## config.mk

```make
export PLATFORM = sky130hd
export DESIGN_NAME = reg_file_sequencer
export DESIGN_NICKNAME = d
export VERILOG_FILES = /design/src/rtl/reg_file_pkg.sv /design/src/rtl/reg_file_sequencer.sv
export SDC_FILE = /design/constraint.sdc
export NUM_CORES = 1
export LEC_CHECK = 0
export ABC_AREA = 1
export CORE_AREA = 5 5 96 98
export DETAILED_ROUTE_END_ITERATION = 12
export DIE_AREA = 0 0 101 103
export PLACE_DENSITY = 0.78
export SLEW_MARGIN = 40
export SYNTH_ARGS = -nofsm -noshare
export SYNTH_HDL_FRONTEND = slang
export SYNTH_SLANG_ARGS = --single-unit
```

## constraint.sdc

```tcl
create_clock -name clk -period 3.09 [get_ports clk]
set_input_delay 0.618 -clock clk [delete_from_list [all_inputs] [get_ports clk]]
set_output_delay 0.618 -clock clk [all_outputs]
set_load 0.01 [all_outputs]
```

## src/rtl/reg_file_pkg.sv

```systemverilog
`default_nettype none
// ----------------------------------------------------------------------------
// Module   : reg_file_pkg
// Brief    : Shared constants, op codes and FSM states for the register file
//            sequencer.
// Revision : 1.0
// ----------------------------------------------------------------------------
package reg_file_pkg;

  localparam int DATA_W   = 16;
  localparam int ADR_W    = 3;
  localparam int NUM_REGS = 1 << ADR_W;

  localparam logic [1:0] OP_NOP   = 2'b00;
  localparam logic [1:0] OP_WRITE = 2'b01;
  localparam logic [1:0] OP_READ  = 2'b10;
  localparam logic [1:0] OP_FILL  = 2'b11;

  typedef enum logic [2:0] {
    IDLE  = 3'd0,
    WRITE = 3'd1,
    READ  = 3'd2,
    RESP  = 3'd3,
    FILL  = 3'd4
  } state_t;

endpackage : reg_file_pkg
`default_nettype wire

```

## src/rtl/reg_file_sequencer.sv

```systemverilog
`default_nettype none
// ----------------------------------------------------------------------------
// Module   : reg_file_sequencer
// Brief    : Command-driven initiator that serialises write, read-pair and fill
//            accesses to an 8x16 register file; all outputs registered.
// Revision : 1.0
// ----------------------------------------------------------------------------
module reg_file_sequencer #(
  parameter int DATA_W   = reg_file_pkg::DATA_W,
  parameter int ADR_W    = reg_file_pkg::ADR_W,
  parameter int NUM_REGS = reg_file_pkg::NUM_REGS
) (
  input  logic              clk,
  input  logic              reset,
  input  logic              cmd_valid,
  output logic              cmd_ready,
  input  logic [1:0]        cmd_op,
  input  logic [ADR_W-1:0]  cmd_wadr,
  input  logic [ADR_W-1:0]  cmd_radr,
  input  logic [ADR_W-1:0]  cmd_sadr,
  input  logic [DATA_W-1:0] cmd_data,
  output logic              rsp_valid,
  input  logic              rsp_ready,
  output logic [DATA_W-1:0] rsp_r,
  output logic [DATA_W-1:0] rsp_s,
  output logic [ADR_W-1:0]  rf_W_Adr,
  output logic              rf_we,
  output logic [DATA_W-1:0] rf_W,
  output logic [ADR_W-1:0]  rf_R_Adr,
  output logic [ADR_W-1:0]  rf_S_Adr,
  input  logic [DATA_W-1:0] rf_R,
  input  logic [DATA_W-1:0] rf_S
);

  import reg_file_pkg::*;

  // One extra bit so the sweep end (NUM_REGS) is distinct from address 0.
  localparam logic [ADR_W:0] c_fill_end = (ADR_W+1)'(NUM_REGS);

  state_t             r_state;
  logic               r_cmd_ready;
  logic [ADR_W:0]     r_cnt;
  logic [DATA_W-1:0]  r_seed;
  logic               r_rf_we;
  logic [ADR_W-1:0]   r_rf_w_adr;
  logic [DATA_W-1:0]  r_rf_w;
  logic [ADR_W-1:0]   r_rf_r_adr;
  logic [ADR_W-1:0]   r_rf_s_adr;
  logic               r_rsp_valid;
  logic [DATA_W-1:0]  r_rsp_r;
  logic [DATA_W-1:0]  r_rsp_s;

  always_ff @(posedge clk or posedge reset) begin
    if (reset) begin
      r_state     <= IDLE;
      r_cmd_ready <= 1'b1;
      r_cnt       <= '0;
      r_seed      <= '0;
      r_rf_we     <= 1'b0;
      r_rf_w_adr  <= '0;
      r_rf_w      <= '0;
      r_rf_r_adr  <= '0;
      r_rf_s_adr  <= '0;
      r_rsp_valid <= 1'b0;
      r_rsp_r     <= '0;
      r_rsp_s     <= '0;
    end else begin
      case (r_state)
        IDLE: begin
          if (cmd_valid && r_cmd_ready) begin
            case (cmd_op)
              OP_WRITE: begin
                r_rf_we     <= 1'b1;
                r_rf_w_adr  <= cmd_wadr;
                r_rf_w      <= cmd_data;
                r_cmd_ready <= 1'b0;
                r_state     <= WRITE;
              end
              OP_READ: begin
                r_rf_r_adr  <= cmd_radr;
                r_rf_s_adr  <= cmd_sadr;
                r_cmd_ready <= 1'b0;
                r_state     <= READ;
              end
              OP_FILL: begin
                // Slot 0 is issued straight from the accept edge.
                r_rf_we     <= 1'b1;
                r_rf_w_adr  <= '0;
                r_rf_w      <= cmd_data;
                r_seed      <= cmd_data;
                r_cnt       <= (ADR_W+1)'(1);
                r_cmd_ready <= 1'b0;
                r_state     <= FILL;
              end
              default: begin
                r_state <= IDLE;
              end
            endcase
          end
        end

        WRITE: begin
          r_rf_we     <= 1'b0;
          r_rf_w_adr  <= '0;
          r_rf_w      <= '0;
          r_cmd_ready <= 1'b1;
          r_state     <= IDLE;
        end

        READ: begin
          r_rsp_r     <= rf_R;
          r_rsp_s     <= rf_S;
          r_rsp_valid <= 1'b1;
          r_rf_r_adr  <= '0;
          r_rf_s_adr  <= '0;
          r_state     <= RESP;
        end

        RESP: begin
          if (rsp_ready) begin
            r_rsp_valid <= 1'b0;
            r_cmd_ready <= 1'b1;
            r_state     <= IDLE;
          end
        end

        FILL: begin
          if (r_cnt == c_fill_end) begin
            r_rf_we     <= 1'b0;
            r_rf_w_adr  <= '0;
            r_rf_w      <= '0;
            r_cnt       <= '0;
            r_cmd_ready <= 1'b1;
            r_state     <= IDLE;
          end else begin
            r_rf_w_adr  <= r_cnt[ADR_W-1:0];
            r_rf_w      <= r_seed ^ DATA_W'(r_cnt[ADR_W-1:0]);
            r_cnt       <= r_cnt + (ADR_W+1)'(1);
          end
        end

        default: begin
          r_rf_we     <= 1'b0;
          r_rsp_valid <= 1'b0;
          r_cmd_ready <= 1'b1;
          r_state     <= IDLE;
        end
      endcase
    end
  end

  assign cmd_ready = r_cmd_ready;
  assign rsp_valid = r_rsp_valid;
  assign rsp_r     = r_rsp_r;
  assign rsp_s     = r_rsp_s;
  assign rf_we     = r_rf_we;
  assign rf_W_Adr  = r_rf_w_adr;
  assign rf_W      = r_rf_w;
  assign rf_R_Adr  = r_rf_r_adr;
  assign rf_S_Adr  = r_rf_s_adr;

endmodule : reg_file_sequencer
`default_nettype wire

```

==> metrics.txt, run 1 <==
# TYPE chip_impl_metric gauge
chip_impl_metric{name="max_slew.worst_pin.slew",unit="ns"} 0.659
chip_impl_metric{name="ys_seq_elements",unit=""} 83
chip_impl_info{name="end_of_the_worst_register_to_register_path",value="rf_W_Adr[0]"} 1
chip_impl_metric{name="synth_async_sr_flop_share",unit="%"} 100
chip_impl_metric{name="first_global_vias",unit=""} 3098
chip_impl_metric{name="num-fill-cells",unit=""} 699
chip_impl_info{name="critical_path.slowest_cell",value="sky130_fd_sc_hd__dfstp_2"} 1
chip_impl_metric{name="grt_first_pass_wirelength",unit="mm"} 14.3
chip_impl_metric{name="count_of_flip_flops_with_a_built_in_enable_after_synthesis",unit=""} 0
chip_impl_info{name="hold_path.startpoint",value="cmd_ready"} 1
chip_impl_metric{name="drt-total-wl",unit="mm"} 8.80
chip_impl_info{name="rsz0062_at_grt",value="false"} 1
chip_impl_metric{name="post_cts_buffers",unit=""} 0
chip_impl_metric{name="gpl.final_weighted_congestion",unit=""} 0.852
chip_impl_metric{name="hpwlAfterDp",unit="mm"} 6.65
chip_impl_info{name="synth.most_common_cell",value="sky130_fd_sc_hd__nand2_1"} 1
chip_impl_metric{name="peakVddDrop",unit="uV"} 494
chip_impl_info{name="endpoint_class_of_the_critical_path",value="output pin"} 1
chip_impl_metric{name="fin_cells",unit=""} 618
chip_impl_metric{name="timing.final.max_slew_violations",unit=""} 0
chip_impl_metric{name="met3_wirelength_from_detailed_routing",unit="mm"} 1.09
chip_impl_metric{name="drt_iter0_drc",unit=""} 154
chip_impl_metric{name="grt_start_max_net_pins",unit=""} 48
chip_impl_metric{name="post_drt_wl_per_cell",unit="um"} 14.2
chip_impl_metric{name="tritoncts.num_buffers",unit=""} 9
chip_impl_metric{name="syn_area_per_cell",unit="um^2"} 9.51
chip_impl_metric{name="detailed_place.area",unit="um^2"} 4950
chip_impl_metric{name="timing.clock.skew",unit="ns"} 0.00970
chip_impl_metric{name="detail-route-antenna-nets",unit=""} 0
chip_impl_metric{name="max_cap_violations",unit=""} 0
chip_impl_metric{name="clock_latency",unit="ns"} 0.34
chip_impl_metric{name="worst_setup_hold_path_clk_slew",unit="ns"} 0.08
chip_impl_metric{name="slowest_delay",unit="ns"} 0.55
chip_impl_info{name="synth_largest_area_cell",value="sky130_fd_sc_hd__dfrtp_1"} 1
chip_impl_info{name="synth_common_cells",value="159 x sky130_fd_sc_hd__nand2_1, 82 x sky130_fd_sc_hd__dfrtp_1, 32 x sky130_fd_sc_hd__mux2_2"} 1
chip_impl_metric{name="io_pins",unit=""} 123
chip_impl_metric{name="drive_above_1_share",unit="%"} 12.9
chip_impl_info{name="top_layer_used",value="met4"} 1
chip_impl_info{name="cts_tree",value="built"} 1
chip_impl_metric{name="setup_slack",unit="ns"} 1.05
chip_impl_metric{name="design.final.nets",unit=""} 571
chip_impl_metric{name="cts-htree-levels",unit=""} 3
chip_impl_metric{name="syn_area",unit="um^2"} 3640
chip_impl_metric{name="number_of_diodes_added_for_antenna_fixing",unit=""} 0
chip_impl_metric{name="dr_total_vias",unit=""} 2988
chip_impl_metric{name="power_per_cell_area",unit="nW/um^2"} 981
chip_impl_metric{name="fp.dieW",unit="um"} 101
chip_impl_metric{name="grt_usage",unit="%"} 17.6
chip_impl_metric{name="synth.net_count",unit=""} 448
chip_impl_metric{name="route.met2.wl",unit="mm"} 4.09
chip_impl_metric{name="total_leakage_power",unit="nW"} 2.45
chip_impl_metric{name="place_ws",unit="ns"} 0.734
chip_impl_metric{name="std_cell_rows",unit=""} 34
chip_impl_metric{name="die_y",unit="um"} 103
chip_impl_metric{name="maxClockFrequency",unit="MHz"} 489
chip_impl_metric{name="cts_resized",unit=""} 0
chip_impl_metric{name="timing.reg2reg.setup_slack",unit="ns"} 1.26
chip_impl_metric{name="antenna_found_initial",unit=""} 0
chip_impl_metric{name="hold_viol",unit=""} 0
chip_impl_metric{name="synth.yosys.warnings",unit=""} 0
chip_impl_info{name="synth.area.top_cells",value="sky130_fd_sc_hd__dfrtp_1 56%, sky130_fd_sc_hd__nand2_1 16%, sky130_fd_sc_hd__mux2_2 9.9%, sky130_fd_sc_hd__nand3_1 3.8%, sky130_fd_sc_hd__o21ai_0 2.5%"} 1
chip_impl_metric{name="number_of_iterations_in_the_first_detailed_routing_pass",unit=""} 4
chip_impl_metric{name="floorplan.initialDensity",unit="%"} 43.4
chip_impl_metric{name="maxSlewHeadroom",unit="%"} 56.0
chip_impl_metric{name="post_synthesis_to_final_layout_area_growth",unit="%"} 41.1
chip_impl_metric{name="design.die.area",unit="um^2"} 10400
chip_impl_metric{name="worst-r2r-cell-count",unit=""} 5
chip_impl_metric{name="route.layer.met1.wl",unit="mm"} 3.55
chip_impl_info{name="whs_endpoint",value="cmd_ready"} 1
chip_impl_metric{name="post_synthesis_sequential_area_ratio",unit="%"} 57.1
chip_impl_info{name="worst_setup_path_start_kind",value="flop"} 1
chip_impl_metric{name="synthesized_instance_count",unit=""} 383
chip_impl_metric{name="crit_required",unit="ns"} 2.47
chip_impl_metric{name="vias_per_cell",unit=""} 4.83
chip_impl_metric{name="final_design_area_no_fill",unit="um^2"} 5140
chip_impl_metric{name="route.detailed.drc",unit=""} 0
chip_impl_metric{name="globalRouteOverflowTotal",unit=""} 0
chip_impl_metric{name="floorplan.core_area",unit="um^2"} 8380
chip_impl_info{name="crit-reg2reg-launch",value="r_state[2]"} 1
chip_impl_metric{name="tns",unit="ns"} 0
chip_impl_metric{name="yosys.cell_types.count",unit=""} 26
chip_impl_metric{name="worst-path-max-fanout",unit=""} 3
chip_impl_metric{name="clock-sinks",unit=""} 83
chip_impl_info{name="ys_dominant_reg_cell",value="sky130_fd_sc_hd__dfrtp_1"} 1
chip_impl_metric{name="hold_depth",unit=""} 2
chip_impl_metric{name="placed_cell_count",unit=""} 603
chip_impl_metric{name="critical_path_arrival",unit="ns"} 1.43
chip_impl_info{name="timing.critical_path.cells",value="clkdlybuf4s50_1"} 1
chip_impl_metric{name="final.hold.worst_slack",unit="ns"} 0.478
chip_impl_metric{name="cts-hold-fix-buffers",unit=""} 0
chip_impl_metric{name="min_period_over_period",unit="%"} 66.2
chip_impl_metric{name="final_period_minus_worst_setup_slack",unit="ns"} 2.04
chip_impl_info{name="critPathTopFamily",value="flip-flops"} 1
chip_impl_info{name="class_of_the_most_critical_setup_path",value="flop to output pin"} 1
chip_impl_info{name="hp-class",value="flop to flop"} 1
chip_impl_info{name="clk_root_buffer_cell",value="sky130_fd_sc_hd__clkbuf_8"} 1
chip_impl_metric{name="worst-path-buf-inv",unit=""} 1
chip_impl_info{name="run_status",value="completed"} 1
chip_impl_metric{name="clock_path_buffers",unit=""} 2
chip_impl_metric{name="io_buffer_count",unit=""} 122
chip_impl_metric{name="report.final.setup_viol",unit=""} 0
chip_impl_metric{name="synth_largest_type_area_fraction",unit="%"} 56.4
## layout by cell type, fill, tap and decap left out
cell / count
sky130_fd_sc_hd__a21oi_1: 5
sky130_fd_sc_hd__buf_12: 1
sky130_fd_sc_hd__buf_4: 2
sky130_fd_sc_hd__bufinv_16: 1
sky130_fd_sc_hd__clkbuf_8: 10
sky130_fd_sc_hd__clkdlybuf4s50_1: 122
sky130_fd_sc_hd__clkinv_1: 1
sky130_fd_sc_hd__clkinv_2: 4
sky130_fd_sc_hd__clkinv_4: 1
sky130_fd_sc_hd__dfrtp_1: 82
sky130_fd_sc_hd__dfstp_2: 1
sky130_fd_sc_hd__ha_1: 2
sky130_fd_sc_hd__inv_1: 12
sky130_fd_sc_hd__inv_2: 3
sky130_fd_sc_hd__mux2_2: 32
sky130_fd_sc_hd__nand2_1: 159
sky130_fd_sc_hd__nand2_2: 3
sky130_fd_sc_hd__nand2_4: 1
sky130_fd_sc_hd__nand3_1: 28
sky130_fd_sc_hd__nand3_2: 2
sky130_fd_sc_hd__nand4_1: 2
sky130_fd_sc_hd__nor2_1: 8
sky130_fd_sc_hd__nor2_2: 2
sky130_fd_sc_hd__nor2_4: 2
sky130_fd_sc_hd__o21ai_0: 18
sky130_fd_sc_hd__o21ai_1: 1
sky130_fd_sc_hd__or2_2: 1
sky130_fd_sc_hd__xnor2_1: 3
sky130_fd_sc_hd__xor2_1: 1
## flip-flops by register name, summed over array words and instances, names as in the netlist, 3 cells and up
register,cells
r_cnt,4
rsp_r,16
rsp_s,16
rf_W_Adr,3
rf_R_Adr,3
rf_W,16
r_seed,16
rf_S_Adr,3
r_state,3
## cell type report
cell class / instances / area [um^2] / area share (%)
clock buffers: 10 / 138 / 2.68
clock inverters: 5 / 53.8 / 1.05
inverters: 17 / 65.1 / 1.27
multi-input cells: 270 / 1410 / 27.5
flip-flops and latches: 83 / 2080 / 40.5
well taps: 108 / 135 / 2.63
repair buffers: 125 / 1260 / 24.5
## worst max path at each step
| stage | start | end | cells after the start |
|---|---|---|---|
| floorplan | reset | r_cnt[0] | 1 |
| global placement | cmd_op[1] | r_seed[9] | 6 |
| detailed placement | cmd_op[1] | r_seed[8] | 6 |
| CTS | cmd_ready | cmd_ready | 1 |
| global route | cmd_op[1] | r_seed[9] | 6 |
| finish | cmd_ready | cmd_ready | 1 |
## power breakdown
| part | switching, W | leakage (nW) | internal, W |
|---|---|---|---|
| sequential | 0.000296 | 1.01 | 0.00160 |
| clock | 0.000379 | 0.102 | 0.000389 |
| combinational | 0.00116 | 1.33 | 0.00122 |
## kinds of logic (layout without fill, tap and decap cells)
logic type / count (synthesis) / in the layout / synth area share [%]
AND/OR/NAND/NOR: 208 / 208 / 23.9
flip-flops: 83 / 83 / 57.1
multiplexers: 32 / 32 / 9.90
buffers and inverters: 30 / 157 / 4.16
AO/OA/AOI/OAI: 24 / 24 / 3.30
XOR/XNOR: 4 / 4 / 0.962
adder cells (fa/ha/maj): 2 / 2 / 0.687
## routing by layer
| layer | vias up | GRT usage (%) |
|---|---|---|
| li1 | 1470 | - |
| met1 | 1392 | 20.7 |
| met2 | 120 | 28.0 |
| met3 | 6 | 8.86 |
| met4 | 0 | 6.03 |
| met5 | - | 0 |
## metrics by stage
step / total power, W / util [%]
3_3_place_gp: 0.00423 / 59.0
4_1_cts: 0.00510 / 61.3
2_1_floorplan: 0.00322 / -
6_report: 0.00504 / 61.3
5_1_grt: 0.00545 / 61.3
3_5_place_dp: 0.00431 / 59.0
## tightest hold or removal path, stage by stage (launching register included)
cell	delay, ns
sky130_fd_sc_hd__dfstp_2	0.38
sky130_fd_sc_hd__nand2_1	0.06
sky130_fd_sc_hd__nand2_1	0.04
Note: power is estimated with default switching activity, not from simulation.
==> run 2, diff against run 1 <==
CORE_AREA = 5 5 101 103   (was 5 5 96 98)
DIE_AREA = 0 0 106 108   (was 0 0 101 103)
PLACE_DENSITY = 0.74   (was 0.78)
clock period = 1.84 ns   (was 3.09 ns; I/O delays follow)
==> run 2 against run 1 <==
  * Cell area rose by 0.63%
  * Critical path type unchanged
  * Via count rose by 0.37%
  * Largest power group unchanged
  * Wire length rose by 2.2%
  * Total power rose by 67%
  * Sequential power rose by 68%
==> metrics.txt, run 2 (synthesis results as in run 1) <==
# TYPE chip_impl_metric gauge
chip_impl_metric{name="slowest_delay",unit="ns"} 0.55
chip_impl_metric{name="peakVddDrop",unit="uV"} 778
chip_impl_metric{name="post_cts_buffers",unit=""} 0
chip_impl_info{name="leading_cell_type_in_the_layout_fill_and_taps_excluded",value="sky130_fd_sc_hd__nand2_1"} 1
chip_impl_metric{name="die_y",unit="um"} 108
chip_impl_metric{name="floorplan.initialDensity",unit="%"} 40.0
chip_impl_metric{name="tritoncts.num_buffers",unit=""} 9
chip_impl_metric{name="worst-path-buf-inv",unit=""} 1
chip_impl_info{name="cts_tree",value="built"} 1
chip_impl_metric{name="route.met2.wl",unit="mm"} 4.42
chip_impl_metric{name="io_pins",unit=""} 123
chip_impl_info{name="class_of_the_most_critical_setup_path",value="flop to output pin"} 1
chip_impl_metric{name="first_global_vias",unit=""} 3096
chip_impl_info{name="critPathTopFamily",value="flip-flops"} 1
chip_impl_info{name="critical_path.slowest_cell",value="sky130_fd_sc_hd__dfstp_2"} 1
chip_impl_metric{name="route.detailed.drc",unit=""} 0
chip_impl_metric{name="clock-sinks",unit=""} 83
chip_impl_metric{name="clock_path_buffers",unit=""} 2
chip_impl_metric{name="detail-route-antenna-nets",unit=""} 0
chip_impl_metric{name="timing.final.max_slew_violations",unit=""} 0
chip_impl_metric{name="footprint_of_the_multi_input_gates",unit="um^2"} 1410
chip_impl_metric{name="design.final.nets",unit=""} 577
chip_impl_info{name="hp-class",value="input port to asynchronous set/reset pin"} 1
chip_impl_metric{name="gpl.final_weighted_congestion",unit=""} 0.826
chip_impl_metric{name="number_of_diodes_added_for_antenna_fixing",unit=""} 0
chip_impl_metric{name="critical_path_arrival",unit="ns"} 1.41
chip_impl_metric{name="hold_viol",unit=""} 0
chip_impl_metric{name="number_of_iterations_in_the_first_detailed_routing_pass",unit=""} 4
chip_impl_metric{name="placed_cell_count",unit=""} 612
chip_impl_metric{name="maxClockFrequency",unit="MHz"} 561
chip_impl_metric{name="max_cap_violations",unit=""} 0
chip_impl_info{name="endpoint_class_of_the_critical_path",value="output pin"} 1
chip_impl_metric{name="min_period_over_period",unit="%"} 96.9
chip_impl_metric{name="worst-r2r-cell-count",unit=""} 9
chip_impl_metric{name="floorplan.core_area",unit="um^2"} 9110
chip_impl_metric{name="fp.dieW",unit="um"} 106
chip_impl_metric{name="grt_usage",unit="%"} 16.1
chip_impl_metric{name="drt_iter0_drc",unit=""} 70
chip_impl_metric{name="io_buffer_count",unit=""} 122
chip_impl_info{name="most-common-layout-cells",value="159 x sky130_fd_sc_hd__nand2_1, 122 x sky130_fd_sc_hd__clkdlybuf4s50_1, 82 x sky130_fd_sc_hd__dfrtp_1"} 1
chip_impl_metric{name="design.die.area",unit="um^2"} 11400
chip_impl_info{name="rsz0062_at_grt",value="false"} 1
chip_impl_metric{name="route.layer.met1.wl",unit="mm"} 3.62
chip_impl_metric{name="netSwitchingFraction",unit="%"} 36.4
chip_impl_info{name="top_layer_used",value="met4"} 1
chip_impl_metric{name="worst-path-max-fanout",unit=""} 3
chip_impl_metric{name="hpwlAfterDp",unit="mm"} 6.75
chip_impl_metric{name="num-fill-cells",unit=""} 834
chip_impl_metric{name="power_per_cell_area",unit="nW/um^2"} 1630
chip_impl_metric{name="drive_above_1_share",unit="%"} 13.5
chip_impl_metric{name="tns",unit="ns"} 0
chip_impl_metric{name="antenna_found_initial",unit=""} 0
chip_impl_info{name="timing.critical_path.cells",value="clkdlybuf4s50_1"} 1
chip_impl_metric{name="dr_total_vias",unit=""} 2999
chip_impl_metric{name="cell_internal_pwr",unit="W"} 0.00537
chip_impl_metric{name="p_switching",unit="W"} 0.00307
chip_impl_info{name="run_status",value="completed"} 1
chip_impl_info{name="end_of_the_worst_register_to_register_path",value="rf_W[1]"} 1
chip_impl_metric{name="grt_first_pass_wirelength",unit="mm"} 14.9
chip_impl_metric{name="cts-htree-levels",unit=""} 3
chip_impl_metric{name="met3_wirelength_from_detailed_routing",unit="um"} 853
chip_impl_metric{name="timing.clock.skew",unit="ns"} 0.0130
chip_impl_metric{name="drt-total-wl",unit="mm"} 9.00
chip_impl_metric{name="post_synthesis_to_final_layout_area_growth",unit="%"} 42.0
chip_impl_metric{name="pwr-share-clk",unit="%"} 13.9
chip_impl_metric{name="timing.reg2reg.setup_slack",unit="ns"} 0.19
chip_impl_metric{name="maxSlewHeadroom",unit="%"} 67.7
chip_impl_metric{name="post_drt_wl_per_cell",unit="um"} 14.3
chip_impl_metric{name="fin_cells",unit=""} 628
chip_impl_metric{name="regArea",unit="um^2"} 2080
chip_impl_metric{name="place_ws",unit="ns"} 0.00233
chip_impl_metric{name="total_leakage_power",unit="nW"} 2.46
chip_impl_metric{name="max_slew.worst_pin.slew",unit="ns"} 0.484
chip_impl_metric{name="worst_setup_hold_path_clk_slew",unit="ns"} 0.08
chip_impl_metric{name="cts_resized",unit=""} 0
chip_impl_metric{name="clock_latency",unit="ns"} 0.34
chip_impl_metric{name="vias_per_cell",unit=""} 4.78
chip_impl_metric{name="globalRouteOverflowTotal",unit=""} 0
chip_impl_info{name="worst_setup_path_start_kind",value="flop"} 1
chip_impl_metric{name="comb_power_share",unit="%"} 48.3
chip_impl_info{name="clk_root_buffer_cell",value="sky130_fd_sc_hd__clkbuf_8"} 1
chip_impl_metric{name="cts-hold-fix-buffers",unit=""} 0
chip_impl_metric{name="crit_required",unit="ns"} 1.47
chip_impl_metric{name="final_period_minus_worst_setup_slack",unit="ns"} 1.78
chip_impl_metric{name="report.final.setup_viol",unit=""} 0
chip_impl_metric{name="grt_start_max_net_pins",unit=""} 52
chip_impl_metric{name="sequential_power_share",unit="%"} 37.8
chip_impl_info{name="crit-reg2reg-launch",value="r_cnt[0]"} 1
chip_impl_metric{name="setup_slack",unit="ns"} 0.0575
chip_impl_metric{name="std_cell_rows",unit=""} 35
## run 2: cell types whose count changed in the layout (fill, tap and decap cells not counted), sizes merged
cell      delta
clkbuf       +4
buf          +6
bufinv       -1
clkinv       -3
clkinvlp     +1
## run 2: per-layer routing
layer	global-route usage, %	vias up
met5	0	-
met4	5.37	0
met3	6.45	10
met2	26.6	92
met1	19.1	1415
li1	-	1482
## run 2: worst max-delay path by stage
stage / start / endpoint / slack (ns) / cells past startpoint
after floorplan: r_cnt[0] / rf_W[10] / 0.50 / 10
after global placement: cmd_op[1] / r_seed[8] / 0.07 / 6
after detailed placement: cmd_op[1] / r_seed[8] / 0.002 / 6
after CTS: cmd_ready / cmd_ready / 0.03 / 1
after global routing: cmd_ready / cmd_ready / 0.01 / 1
final: cmd_ready / cmd_ready / 0.06 / 1
## run 2: final cells by class
type	instances	share of cell area, %
tap	111	2.69
sequential	83	40.2
clock buffer	14	3.15
inverter	17	1.31
timing repair buffer	131	25.2
multi-input combinational	270	27.3
clock inverter	2	0.194
## run 2: power by group through the flow
stage / Sequential, W / Clock [W] / Combinational (W)
floorplan: 0.00345 / 0 / 0.00196
global route: 0.00331 / 0.00127 / 0.00452
detailed placement: 0.00323 / 0 / 0.00412
CTS: 0.00320 / 0.00121 / 0.00414
global placement: 0.00317 / 0 / 0.00402
finish: 0.00319 / 0.00117 / 0.00407
## run 2: metrics by stage
step / hold slack (ns) / cell area, um^2 / total power (W) / utilization [%]
finish: 0.454 / 5170 / 0.00843 / 56.8
global route: 0.475 / 5170 / 0.00911 / 56.8
CTS: 0.452 / 5170 / 0.00855 / 56.8
detailed placement: 0.460 / 5000 / 0.00735 / 54.9
global placement: 0.453 / 5000 / 0.00718 / 54.9
floorplan: 0.442 / 3640 / 0.00541 / -
